### src/rtl/atm_ledger_if.sv
// Request/response handshake bundle between the transaction controller and atm_ledger.
interface atm_ledger_if #(
    parameter int ACCT_W = 4,
    parameter int AMT_W  = 12,
    parameter int BAL_W  = 16
);
    logic              req_valid;
    logic              req_ready;
    logic [1:0]        req_op;
    logic [ACCT_W-1:0] req_acct;
    logic [ACCT_W-1:0] req_dst;
    logic [AMT_W-1:0]  req_amt;
    logic              rsp_valid;
    logic              rsp_ready;
    logic [2:0]        rsp_status;
    logic [BAL_W-1:0]  rsp_balance;

    modport master (
        output req_valid, req_op, req_acct, req_dst, req_amt, rsp_ready,
        input  req_ready, rsp_valid, rsp_status, rsp_balance
    );

    modport slave (
        input  req_valid, req_op, req_acct, req_dst, req_amt, rsp_ready,
        output req_ready, rsp_valid, rsp_status, rsp_balance
    );
endinterface

### src/rtl/atm_ledger.sv
// Multi-account balance ledger with per-account daily withdrawal limit.
// state | meaning
// IDLE  | waiting for a request, req_ready high
// EXEC  | request latched, checks and updates commit on the next edge
// RESP  | response held until rsp_ready
module atm_ledger #(
    parameter int BAL_W     = 16,
    parameter int AMT_W     = 12,
    parameter int N_ACCT    = 4,
    parameter int ACCT_W    = 4,
    parameter int DAY_LIMIT = 1000
) (
    input  logic         clk,
    input  logic         res_n,
    atm_ledger_if.slave  bus,
    input  logic         day_tick,
    output logic         max_bal,
    output logic         min_bal
);
    localparam int DAY_W = $clog2(DAY_LIMIT + 1);
    localparam logic [ACCT_W:0] N_ACCT_L = (ACCT_W + 1)'(N_ACCT);
    localparam logic [31:0] DAY_LIM_L = 32'(DAY_LIMIT);

    localparam logic [1:0] OP_DEP   = 2'b00;
    localparam logic [1:0] OP_WD    = 2'b01;
    localparam logic [1:0] OP_QUERY = 2'b10;
    localparam logic [1:0] OP_XFER  = 2'b11;

    localparam logic [2:0] ST_OK    = 3'd0;
    localparam logic [2:0] ST_OVF   = 3'd1;
    localparam logic [2:0] ST_UNF   = 3'd2;
    localparam logic [2:0] ST_LIMIT = 3'd3;
    localparam logic [2:0] ST_BAD   = 3'd4;
    localparam logic [2:0] ST_ZERO  = 3'd5;

    typedef enum logic [1:0] {IDLE, EXEC, RESP} state_t;

    state_t            state;
    logic [1:0]        op_q;
    logic [ACCT_W-1:0] acct_q;
    logic [ACCT_W-1:0] dst_q;
    logic [AMT_W-1:0]  amt_q;

    logic [BAL_W-1:0]  bal [N_ACCT];
    logic [DAY_W-1:0]  day [N_ACCT];

    logic              src_ok, dst_ok, bad, is_debit;
    logic [BAL_W-1:0]  src_bal, dst_bal, amt_ext, src_diff;
    logic [DAY_W-1:0]  day_used, day_new;
    logic [BAL_W:0]    src_sum, dst_sum;
    logic [31:0]       day_sum;
    logic [2:0]        status_c;
    logic [BAL_W-1:0]  rsp_bal_c;

    assign bus.req_ready = (state == IDLE);

    always_comb begin
        src_bal  = '0;
        dst_bal  = '0;
        day_used = '0;
        src_ok   = ({1'b0, acct_q} < N_ACCT_L);
        dst_ok   = ({1'b0, dst_q} < N_ACCT_L);
        for (int i = 0; i < N_ACCT; i++) begin
            if (acct_q == ACCT_W'(i)) begin
                src_bal  = bal[i];
                day_used = day[i];
            end
            if (dst_q == ACCT_W'(i)) dst_bal = bal[i];
        end
        // A day_tick coinciding with EXEC means the limit is checked against a fresh day.
        if (day_tick) day_used = '0;

        amt_ext  = BAL_W'(amt_q);
        src_sum  = {1'b0, src_bal} + {1'b0, amt_ext};
        dst_sum  = {1'b0, dst_bal} + {1'b0, amt_ext};
        src_diff = src_bal - amt_ext;
        day_sum  = 32'(day_used) + 32'(amt_q);
        day_new  = DAY_W'(day_sum);
        is_debit = (op_q == OP_WD) || (op_q == OP_XFER);
        bad      = !src_ok || ((op_q == OP_XFER) && (!dst_ok || (dst_q == acct_q)));

        if (bad)
            status_c = ST_BAD;
        else if ((op_q != OP_QUERY) && (amt_q == '0))
            status_c = ST_ZERO;
        else if (((op_q == OP_DEP) && src_sum[BAL_W]) || ((op_q == OP_XFER) && dst_sum[BAL_W]))
            status_c = ST_OVF;
        else if (is_debit && (amt_ext > src_bal))
            status_c = ST_UNF;
        else if (is_debit && (day_sum > DAY_LIM_L))
            status_c = ST_LIMIT;
        else
            status_c = ST_OK;

        rsp_bal_c = src_bal;
        if (status_c == ST_OK) begin
            if (op_q == OP_DEP)
                rsp_bal_c = src_sum[BAL_W-1:0];
            else if (is_debit)
                rsp_bal_c = src_diff;
        end
    end

    always_ff @(posedge clk or negedge res_n) begin
        if (!res_n) begin
            state           <= IDLE;
            op_q            <= '0;
            acct_q          <= '0;
            dst_q           <= '0;
            amt_q           <= '0;
            bus.rsp_valid   <= 1'b0;
            bus.rsp_status  <= '0;
            bus.rsp_balance <= '0;
            max_bal         <= 1'b0;
            min_bal         <= 1'b0;
            for (int i = 0; i < N_ACCT; i++) begin
                bal[i] <= '0;
                day[i] <= '0;
            end
        end else begin
            if (day_tick) begin
                for (int i = 0; i < N_ACCT; i++) day[i] <= '0;
            end
            case (state)
                IDLE: begin
                    if (bus.req_valid) begin
                        op_q   <= bus.req_op;
                        acct_q <= bus.req_acct;
                        dst_q  <= bus.req_dst;
                        amt_q  <= bus.req_amt;
                        state  <= EXEC;
                    end
                end
                EXEC: begin
                    state           <= RESP;
                    bus.rsp_valid   <= 1'b1;
                    bus.rsp_status  <= status_c;
                    bus.rsp_balance <= rsp_bal_c;
                    if (status_c == ST_OVF) max_bal <= 1'b1;
                    if (status_c == ST_UNF) min_bal <= 1'b1;
                    if ((status_c == ST_OK) && (op_q != OP_QUERY)) begin
                        max_bal <= 1'b0;
                        min_bal <= 1'b0;
                        for (int i = 0; i < N_ACCT; i++) begin
                            if (acct_q == ACCT_W'(i)) begin
                                if (op_q == OP_DEP) begin
                                    bal[i] <= src_sum[BAL_W-1:0];
                                end else begin
                                    bal[i] <= src_diff;
                                    day[i] <= day_new;
                                end
                            end
                            if ((op_q == OP_XFER) && (dst_q == ACCT_W'(i)))
                                bal[i] <= dst_sum[BAL_W-1:0];
                        end
                    end
                end
                RESP: begin
                    if (bus.rsp_ready) begin
                        bus.rsp_valid <= 1'b0;
                        state         <= IDLE;
                    end
                end
                default: state <= IDLE;
            endcase
        end
    end
endmodule

### src/flat_wrapper.sv
// flat-port wrapper written by rule: the top's interface ports become plain ports
module atm_ledger_flat 
#(
    parameter int BAL_W     = 16,
    parameter int AMT_W     = 12,
    parameter int N_ACCT    = 4,
    parameter int ACCT_W    = 4,
    parameter int DAY_LIMIT = 1000
)
  (clk, res_n, day_tick, max_bal, min_bal, bus_req_valid, bus_req_op, bus_req_acct, bus_req_dst, bus_req_amt, bus_rsp_ready, bus_req_ready, bus_rsp_valid, bus_rsp_status, bus_rsp_balance);
  atm_ledger_if #(.ACCT_W(ACCT_W), .AMT_W(AMT_W), .BAL_W(BAL_W)) bus_i ();
  input  logic clk;
  input  logic res_n;
  input  logic day_tick;
  output logic max_bal;
  output logic min_bal;
  input wire logic [$bits(bus_i.req_valid)-1:0] bus_req_valid;
  input wire logic [$bits(bus_i.req_op)-1:0] bus_req_op;
  input wire logic [$bits(bus_i.req_acct)-1:0] bus_req_acct;
  input wire logic [$bits(bus_i.req_dst)-1:0] bus_req_dst;
  input wire logic [$bits(bus_i.req_amt)-1:0] bus_req_amt;
  input wire logic [$bits(bus_i.rsp_ready)-1:0] bus_rsp_ready;
  output wire logic [$bits(bus_i.req_ready)-1:0] bus_req_ready;
  output wire logic [$bits(bus_i.rsp_valid)-1:0] bus_rsp_valid;
  output wire logic [$bits(bus_i.rsp_status)-1:0] bus_rsp_status;
  output wire logic [$bits(bus_i.rsp_balance)-1:0] bus_rsp_balance;
  assign bus_i.req_valid = bus_req_valid;
  assign bus_i.req_op = bus_req_op;
  assign bus_i.req_acct = bus_req_acct;
  assign bus_i.req_dst = bus_req_dst;
  assign bus_i.req_amt = bus_req_amt;
  assign bus_i.rsp_ready = bus_rsp_ready;
  assign bus_req_ready = bus_i.req_ready;
  assign bus_rsp_valid = bus_i.rsp_valid;
  assign bus_rsp_status = bus_i.rsp_status;
  assign bus_rsp_balance = bus_i.rsp_balance;
  atm_ledger #(.BAL_W(BAL_W), .AMT_W(AMT_W), .N_ACCT(N_ACCT), .ACCT_W(ACCT_W), .DAY_LIMIT(DAY_LIMIT)) u_core (.clk(clk), .res_n(res_n), .bus(bus_i), .day_tick(day_tick), .max_bal(max_bal), .min_bal(min_bal));
endmodule
### config.mk
export PLATFORM = sky130hd
export DESIGN_NAME = atm_ledger_flat
export DESIGN_NICKNAME = d
export VERILOG_FILES = /design/src/rtl/atm_ledger_if.sv /design/src/rtl/atm_ledger.sv /design/src/flat_wrapper.sv
export SDC_FILE = /design/constraint.sdc
export NUM_CORES = 1
export LEC_CHECK = 0
export CAP_MARGIN = 10
export CORE_MARGIN = 5
export CORE_UTILIZATION = 30
export DETAILED_ROUTE_END_ITERATION = 10
export GPL_ROUTABILITY_DRIVEN = 1
export PLACE_DENSITY = 0.49
export SYNTH_ARGS = -nofsm -noshare
export SYNTH_HDL_FRONTEND = slang
export SYNTH_SLANG_ARGS = --single-unit
### constraint.sdc
create_clock -name clk -period 4.6 [get_ports clk]
set_input_delay 0.69 -clock clk [delete_from_list [all_inputs] [get_ports clk]]
set_output_delay 0.69 -clock clk [all_outputs]
set_load 0.02 [all_outputs]
* After elaboration in Yosys (flattened, before gate mapping)
Index checks and enable logic that the tools add are counted. Widths: inputs -> output; s select.
Cells by class: $add $sub $neg 4, equal/unequal tests 16, reduce and logical (&&, ||, !) cells 39, order comparisons 4, muxes and demuxes 50
Operator list (count):
- $mux 16 | 20
- $mux 10 | 13
- $mux 40 | 3
- $add 16x12->17 | 2
- $gt 32x10->1 const B | 1
- $eq 4x2->1 const B | 4
- $gt 12x16->1 | 1
- $sub 16x12->16 | 1
- $reduce_bool 2->1 | 7
- $add 10x12->13 | 1
- $logic_not 12->1 | 1
- $mux 3 | 4
- $reduce_and 3->1 | 4
- $logic_and 1x1->1 | 11
- $reduce_and 2->1 | 5
- $eq 4x1->1 const B | 2
- $logic_not 4->1 | 2
- $lt 4x3->1 const B | 2
- $mux 2 | 3
- $ne 2x2->1 const B | 3
- $pmux 2 s3 | 1
- $mux 1 | 5
- $eq 2x1->1 const B | 2
- $eq 2x2->1 const B | 2
- other kinds (8) | 13
Word-level totals: register bits 150, logic and storage cells 131, input bits 27, output and inout port bits 23

* Depth between registers and ports, before layout
depth in word-level cells 18, depth in mapped cells 20, gate-level depth less buffers 15

* Worst setup path before layout
No wires, ideal clock.
path kind register to register, start point reg u_core.acct_q[0], end point reg u_core.day[31] (netlist name), setup time 128 ps, clock period less this slack 5074 ps, path buffers 6, stages on the path, launching flop included 20, arrival 4947 ps, data required time 4472 ps, setup slack -474 ps, path through dfrtp_1 -> buf_2 -> buf_4 -> buf_1 -> clkbuf_1 -> mux2_2 -> o221ai_1 -> nor2_1 -> fa_1 -> a211oi_2 -> o21ai_0 -> a21oi_1 -> xor2_1 -> nor4b_4 -> or3_1 -> buf_6 -> nor2_4 -> and3_1 -> buf_6 -> mux2_1
On the way: longest elaborated chain between the ends 18, elaborated cells between the ends (all ways) 38, classes of those cells add/sub (2); order compare (3); eq/ne (4); mux (18); reduce/logical (11)
Ends and longest elaborated chain:
- start, declared | RTL line atm_ledger.sv:40 | logic [ACCT_W-1:0] acct_q;
- start signal, assigned | RTL line atm_ledger.sv:128 | acct_q <= bus.req_acct;
- $logic_not 4->1 | RTL line atm_ledger.sv:64, atm_ledger.sv:145
- $mux 10 (4 in series) | RTL line atm_ledger.sv:64 | if (acct_q == ACCT_W'(i)) begin
- $mux 10 | RTL line atm_ledger.sv:71 | if (day_tick) day_used = '0;
- $add 10x12->13 | RTL line atm_ledger.sv:77 | day_sum = 32'(day_used) + 32'(amt_q);
- $gt 32x10->1 | RTL line atm_ledger.sv:90 | else if (is_debit && (day_sum > DAY_LIM_L))
- $logic_and 1x1->1 | RTL line atm_ledger.sv:90
- $mux 2 | RTL line atm_ledger.sv:90
- $mux 3 | RTL line atm_ledger.sv:88 | else if (is_debit && (amt_ext > src_bal))
- $mux 3 | RTL line atm_ledger.sv:86 | else if (((op_q == OP_DEP) && src_sum[BAL_W]) || ((op_q == OP_XFER) && dst_sum[BAL_W]))
- $mux 3 | RTL line atm_ledger.sv:84 | else if ((op_q != OP_QUERY) && (amt_q == '0))
- $mux 3 | RTL line atm_ledger.sv:82 | if (bad)
- $logic_not 3->1 | RTL line atm_ledger.sv:141 | if ((status_c == ST_OK) && (op_q != OP_QUERY)) begin
- $logic_and 1x1->1 | RTL line atm_ledger.sv:141
- $mux 40 (*) | RTL line atm_ledger.sv:141
- $mux 40 (*) | RTL line atm_ledger.sv:124 | case (state)
- end signal, assigned by index | RTL line atm_ledger.sv:150 | day[i] <= day_new;
- end, declared | RTL line atm_ledger.sv:45 | logic [DAY_W-1:0] day [N_ACCT];
Mark *: on every way between the ends. The rest lies on a longest branch, timed or not. A chain may end at the register's enable or synchronous reset.

* Worst setup path after layout
start point reg u_core.acct_q[3], end point reg u_core.day[37] (netlist name)
Same word-level chain as after synthesis.

==> run summary <==
Worst-path clk slew = 60 ps
die width = 201 um
Lkg Pwr = 0.00578 uW
Post-synth EDFFs = 0
DR vias = 9278
DRC = 0
setup TNS = 0 ps
Multi-input gate area = 6900 um^2
share of cells above drive strength 1 = 20.9%
CP max stage delay = 510 ps
async set-reset flop share out of synthesis = 100%
FF-to-FF Start = u_core.acct_q[3]$_DFFE_PN0P_
detailed placement HPWL = 25900 um
Worst Path Arrival = 4710 ps
final hold vios = 0
Worst VDD drop = 0.273 mV
port bufs = 49
core area = 36300 um^2
Max Clock Freq = 228 MHz
Initial Utilization = 30.2%
Vias/cell = 5.27
synthesized area per cell = 9.40 um^2
GRT Resource Usage Total = 17.2%
routed length per placed instance = 19.9 um
GPL Wtd Cong = 0.864
Area growth syn-to-layout = 23.1%
sequential area share after synthesis = 34.2%
Antenna Nets Post-Route = 0
Bufs on Longest Clock Path = 2
reg-to-reg slack, setup = 210 ps
post-synthesis cell count = 1166
Final Critical Period = 4390 ps
r2r worst-path depth = 18
Primary FF master, synth = dfrtp_1
most frequent cells in the layout = dfrtp_1, nor2_1, nand2_1, buf_4
Worst R2R End = u_core.day[37]$_DFF_PN0_
Remaining Overflow, GRT = 0
Critical Path RT = 4920 ps
DRT iter0 DRCs = 766
fillcell total = 3621
vias in the first global route = 9163
H-Tree Depth = 4
Worst Tran Pin Value = 987 ps
Final setup viols = 0
kind of critical path = reg2reg
DIE AREA = 40500 um^2
total CTS buffers = 17
Final Instance Count excl. Fillers = 1761
Clk Latency, worst-skew pair = 440 ps
period utilization = 95.5%
synthesized cell area = 11000 um^2
Ys Warns = 0
register area = 3760 um^2
hold_buf cts = 0
clock sinks = 150
Power Dens Cells = 763 nW/um^2
crit-path cells = or3b_2 > or2_4 > buf_4 > o221ai_1 > nor2_1 > ha_1 > o21ai_2 > nor3_4 > buf_4 > mux2i_2 > a211oi_2 > nor4b_4 > or3_4 > buf_6 > nor2_4 > and3_1 > buf_6 > mux2_1
dpl cells = 1721
status = complete, no violations
row count = 70
flops & latches, synth = 150
drt total wl = 35100 um
Worst Hold Class = in2async
Critical-path top delay cell = or3b_2
largest net degree at the start of global routing = 100
largest fanout on the critical path = 7
syn_nets = 1243
final setup skew = 15.8 ps
CTS tree = built
CP Launch Type = flip-flop
most common cell after layout, fill and taps aside = dfrtp_1
die span in y = 201 um
initial antenna violation count = 0
root buffer cell = clkbuf_16
Rel. slew slack = 34.2%
Top Ports = 50
first-pass GRT wire length = 54900 um
Layout Nets = 1357
max_cap viols = 0
crit path capture type = flip-flop
Unique masters post-synth = 83
Initial DRT Pass Iterations = 5
Slew Viols, Final = 0
ANT cells = 0
power by group:
group,switching (uW),internal [uW]
registers,511,1730
clock network,610,951
logic,3640,2860
total,4760,5540
per-layer routing:
layer | global-route usage (%) | up-vias | wire length [um]
met2 | 27.1 | 194 | 16000
met5 | 0 | - | 0
met3 | 2.26 | 37 | 1250
li1 | - | 4428 | -
met1 | 24.6 | 4619 | 16900
met4 | 5.65 | 0 | 903
worst max path at each step:
stage,startpoint,endpoint,slack [ps],depth (start not counted)
2_1_floorplan,u_core.dst_q[0]$_DFFE_PN0P_,u_core.bal[12]$_DFFE_PN0P_,10,16
3_3_place_gp,day_tick,u_core.day[30]$_DFF_PN0_,-60,17
3_5_place_dp,u_core.acct_q[0]$_DFFE_PN0P_,u_core.day[23]$_DFF_PN0_,-30,14
4_1_cts,u_core.acct_q[1]$_DFFE_PN0P_,u_core.day[24]$_DFF_PN0_,8,17
5_1_grt,u_core.acct_q[3]$_DFFE_PN0P_,u_core.day[38]$_DFF_PN0_,-2,19
6_report,u_core.acct_q[3]$_DFFE_PN0P_,u_core.day[37]$_DFF_PN0_,210,18
cell usage after synthesis, types with 4 or more instances:
cell type	instances	share of area [%]
nor4_4	4	0.78
or2_2	5	0.29
and2_1	12	0.68
a221oi_1	4	0.32
nand3_1	11	0.50
mux2_2	46	4.7
clkbuf_1	35	1.2
a31oi_1	6	0.34
mux4_2	32	6.6
fa_1	4	0.73
o221ai_1	10	0.80
buf_2	14	0.64
xnor2_1	30	2.4
and3_1	4	0.23
nor3_1	19	0.87
o31ai_1	4	0.27
mux2_1	9	0.92
nor4_1	7	0.40
buf_1	7	0.24
a21o_1	16	1.1
a21oi_1	83	3.8
o22ai_1	7	0.40
nand2_1	103	3.5
buf_4	6	0.41
o21ai_0	83	3.8
o211ai_1	17	1.2
ha_1	46	5.3
inv_1	33	1.1
mux2i_1	38	3.5
xor2_1	18	1.4
or3_1	6	0.34
a22oi_1	4	0.27
nand2b_1	44	2.5
dfrtp_1	150	34
o21a_1	9	0.62
a211oi_1	6	0.41
nor2b_1	28	1.6
o21ai_1	8	0.37
nor3b_1	9	0.62
nor2_1	124	4.2
sequential cells by signal, summed over array words and instances (netlist names):
register	cells
u_core.bal	64
u_core.day	40
u_core.bus.rsp_balance	16
u_core.amt_q	12
u_core.acct_q	4
u_core.dst_q	4
u_core.bus.rsp_status	3
u_core.op_q	2
u_core.state	2
u_core.bus.rsp_valid	1
u_core.max_bal	1
u_core.min_bal	1
metrics by stage:
stage                     area [um^2]  power, uW  worst slack [ps]  util (%)  hold WS [ps]
after global routing            13500      11000             -1.82      37.1           460
after detailed placement        12700       8550             -28.0      34.9           468
final                           13500      10300               209      37.1           363
after CTS                       13300      10200              7.63      36.7           430
after global placement          12700       8490             -58.0      34.9           454
after floorplan                 11000       6280              13.9         -           394
worst max-delay path: cells and delay by family, from the launching register on:
kind            cells  cell delay, ps
mux                 2             550
buf+inv             4             630
fa+ha+maj           1             360
simple gates        8            1940
compound gates      3             420
flops               1             370
what timing repair did:
item	in CTS	in global routing
gates resized for setup	2	22
endpoints found under the hold margin	0	0
pin swaps	1	9
setup buffers	0	8
setup endpoints to repair	13	109
final cells by class:
class	count	share of cell area [%]
repair buffers	160	11.0
inverters	33	0.918
clock buffers	20	3.46
well taps	468	4.34
clock inverters	12	1.28
flip-flops and latches	150	27.8
multi-input cells	918	51.1
kinds of logic after synthesis:
family / count (synthesis) / share of synthesized area, %
xor+xnor: 48 / 3.84
compound gates: 302 / 18.2
simple gates: 393 / 18.1
buf+inv: 98 / 3.93
flops: 150 / 34.2
fa+ha+maj: 50 / 5.98
mux: 125 / 15.7
Power figures use the tool's default switching activity.
==> variant (config.mk and constraints unchanged) <==
`DAY_LIMIT` is set to 1000 in 2 places; all go to 4000.
--- a/src/rtl/atm_ledger.sv
+++ b/src/rtl/atm_ledger.sv
@@ -8,7 +8,7 @@
     parameter int AMT_W     = 12,
     parameter int N_ACCT    = 4,
     parameter int ACCT_W    = 4,
-    parameter int DAY_LIMIT = 1000
+    parameter int DAY_LIMIT = 4000
 ) (
     input  logic         clk,
     input  logic         res_n,
--- a/src/flat_wrapper.sv
+++ b/src/flat_wrapper.sv
@@ -5,7 +5,7 @@
     parameter int AMT_W     = 12,
     parameter int N_ACCT    = 4,
     parameter int ACCT_W    = 4,
-    parameter int DAY_LIMIT = 1000
+    parameter int DAY_LIMIT = 4000
 )
   (clk, res_n, day_tick, max_bal, min_bal, bus_req_valid, bus_req_op, bus_req_acct, bus_req_dst, bus_req_amt, bus_rsp_ready, bus_req_ready, bus_rsp_valid, bus_rsp_status, bus_rsp_balance);
   atm_ledger_if #(.ACCT_W(ACCT_W), .AMT_W(AMT_W), .BAL_W(BAL_W)) bus_i ();
Function: changed (a bounded check fails within 10 cycles, from zero or initial values).
==> variant against the unedited design <==
Fmax down 3.4%; sequential share of layout area shrank 0.68 points; core utilization increased by 0.65 points; hold slack better by 28 ps; wire length is 4.5% higher; power is 12% lower; setup slack worse by 160 ps; global-route usage down 0.40 points; area after synthesis increased by 6.5%; sequential cell count grew 8; cell area up 7.9%; clock skew down 6.3 ps; critical path type unchanged; largest cell class unchanged.
==> variant: results (changes against the unedited design) <==
INFO  timing         fin_hold_ws=391ps [+28.0 ps]
INFO  synth          ys_flop_type=dfrtp_1
INFO  placement      gp_congestion=0.906 [+4.8%]
INFO  synth          syn-instance-count=1159 [-0.60%]
INFO  detailed_routing starting_drc_count_in_detailed_routing=644 [-16%]
INFO  grt            grt_first_pass_wirelength=56.8mm [+3.6%]
INFO  placement      placed_cells_incl_taps=1792 [+4.1%]
INFO  synth          synth_top_cells_by_count=158 x dfrtp_1, 114 x nand2_1, 88 x o21ai_0
INFO  synth          ys_top_cells_by_area=dfrtp_1 34%, mux4_2 7.9%, mux2i_1 5.3%
INFO  layout         final_layout_size_suffix_gt1_frac=0.262 [+0.0527]
INFO  setup_path     critical_path_peak_fanout=6 [-1]
INFO  grt            grt_start_max_net_pins=106 [+6.0%]
INFO  run_status     run_status=finished clean
INFO  clocking       clk_latency=440ps [about the same]
INFO  detailed_routing avgRoutedWirePerCell=20.0µm [+0.20%]
INFO  power_and_ir_drop irDropWorstVdd=0.272mV [-0.58%]
INFO  placement      place.detailed.hpwl=27.3mm [+5.4%]
INFO  grt            use_met2=0.258 [-0.0123]
INFO  grt            grt_usage=0.168 [-0.00400]
INFO  layout         nets=1386 [+2.1%]
INFO  synth          postSynth.asyncResetShare=1.00 [unchanged]
INFO  placement      post-place-ws=-322ps [-294 ps]
INFO  timing         timing.clock.skew=9.45ps [-6.31 ps]
INFO  clocking       clockBufferDepth=2 [unchanged]
INFO  layout         n_fill_cell=3945 [+8.9%]
INFO  grt            gr-usage-met1=0.241 [-0.00512]
INFO  synth          synthDistinctLibCells=74 [-11%]
INFO  grt            grt_use_met3=0.0267 [+0.00419]
INFO  layout         largest_registers=u_core.bal x64, u_core.day x48, u_core.bus.rsp_balance x16
INFO  timing         fin_crit=4550ps [+156 ps]
INFO  detailed_routing detail_route.vias_per_cell=5.15 [-2.3%]
INFO  detailed_routing via_count=9453 [+1.9%]
INFO  synth          yosysWarnings=0 [unchanged]
INFO  detailed_routing drc=0 [unchanged]
INFO  timing         worst_slew_pin_tran=1010ps [+27.1 ps]
INFO  clocking       cts_made_buffers=17 [unchanged]
INFO  clocking       clock-root-buffer=clkbuf_16
INFO  setup_path     timing.reg2reg.setup_slack=50ps [-160 ps]
INFO  placement      port_buffers=49 [unchanged]
INFO  synth          seq_total_area_yosys=0.339 [-0.00363]
INFO  power_and_ir_drop power.leakage=6.63nW [+15%]
INFO  detailed_routing drt-pass1-iter-count=5 [unchanged]
variant: cell types whose count changed after synthesis, sizes merged, moves of 8 or more:
cell	unedited run	this run
a21oi	83	35
mux2i	38	62
nand2	103	114
a31oi	6	14
nand2b	44	52
and2	12	25
o211ai	19	7
dfrtp	150	158
mux2	55	80
o221ai	10	0
nor2	125	64
xor2	18	9
nand3	11	20
mux4	32	41
variant: final cells by class:
type / instances / area [µm²] / share of cell area
multi-input combinational: 900 / 7410 / 0.509
sequential: 158 / 3960 / 0.272
timing repair buffer: 193 / 1820 / 0.125
tap: 518 / 648 / 0.0445
clock buffer: 21 / 450 / 0.0309
clock inverter: 10 / 140 / 0.00962
inverter: 37 / 139 / 0.00954
variant: worst paths after layout:
kind	startpoint	to	cells past startpoint
max	u_core.acct_q[0]	u_core.bal[63]	17
min	res_n	u_core.day[16]	1
max reg2reg	u_core.acct_q[0]	u_core.bal[63]	17
min reg2reg	u_core.bus.rsp_status[0]	u_core.bus.rsp_status[0]	2
max in group asynchronous	res_n	u_core.dst_q[0]	2
min in group clk	u_core.bus.rsp_status[0]	u_core.bus.rsp_status[0]	2
variant: routing by layer:
layer	wire length, µm	vias to the layer above
met5	0	-
met4	1060	0
met3	1540	53
met2	16600	248
met1	17500	4645
li1	-	4507
variant: timing repair:
action,4_1_cts,5_1_grt
setup buffers,1,11
gates resized for setup,2,32
endpoints found under the setup margin,27,129
gates cloned,0,2
pin swaps,0,8
variant: cells by family after synthesis:
logic type / after synthesis / share of synthesized area
buffers and inverters: 101 / 0.0384
adders and majority gates: 52 / 0.0583
AOI/OAI and AO/OA: 248 / 0.147
and+or+nand+nor: 371 / 0.162
muxes: 183 / 0.221
xor gates and xnor gates: 46 / 0.0345
DFF: 158 / 0.339
variant: worst max-delay path: stages (launching register included):
cell	delay [ps]
dfrtp_2	400
buf_12	130
mux4_2	490
nor2b_4	150
ha_4	160
fa_2	390
a211oi_4	270
o21ai_2	120
a2111oi_4	370
nor3_2	70
or4b_4	490
a2111o_1	460
nand4_4	150
buf_12	140
a211oi_4	60
buf_6	140
clkbuf_16	160
mux2_4	290
variant: power by group:
group	total (mW)	leakage, nW	switching [mW]	internal [mW]
Combinational	5.27	4.24	2.81	2.46
Sequential	2.31	2.10	0.511	1.80
Clock	1.46	0.279	0.598	0.865
variant: per-stage QoR:
step | TNS (ps) | instance area (µm²)
after floorplan | -589 | 11800
after global placement | -25560 | 13700
after detailed placement | -29280 | 13700
after CTS | 0 | 14300
after global routing | -1700 | 14600
final | 0 | 14600
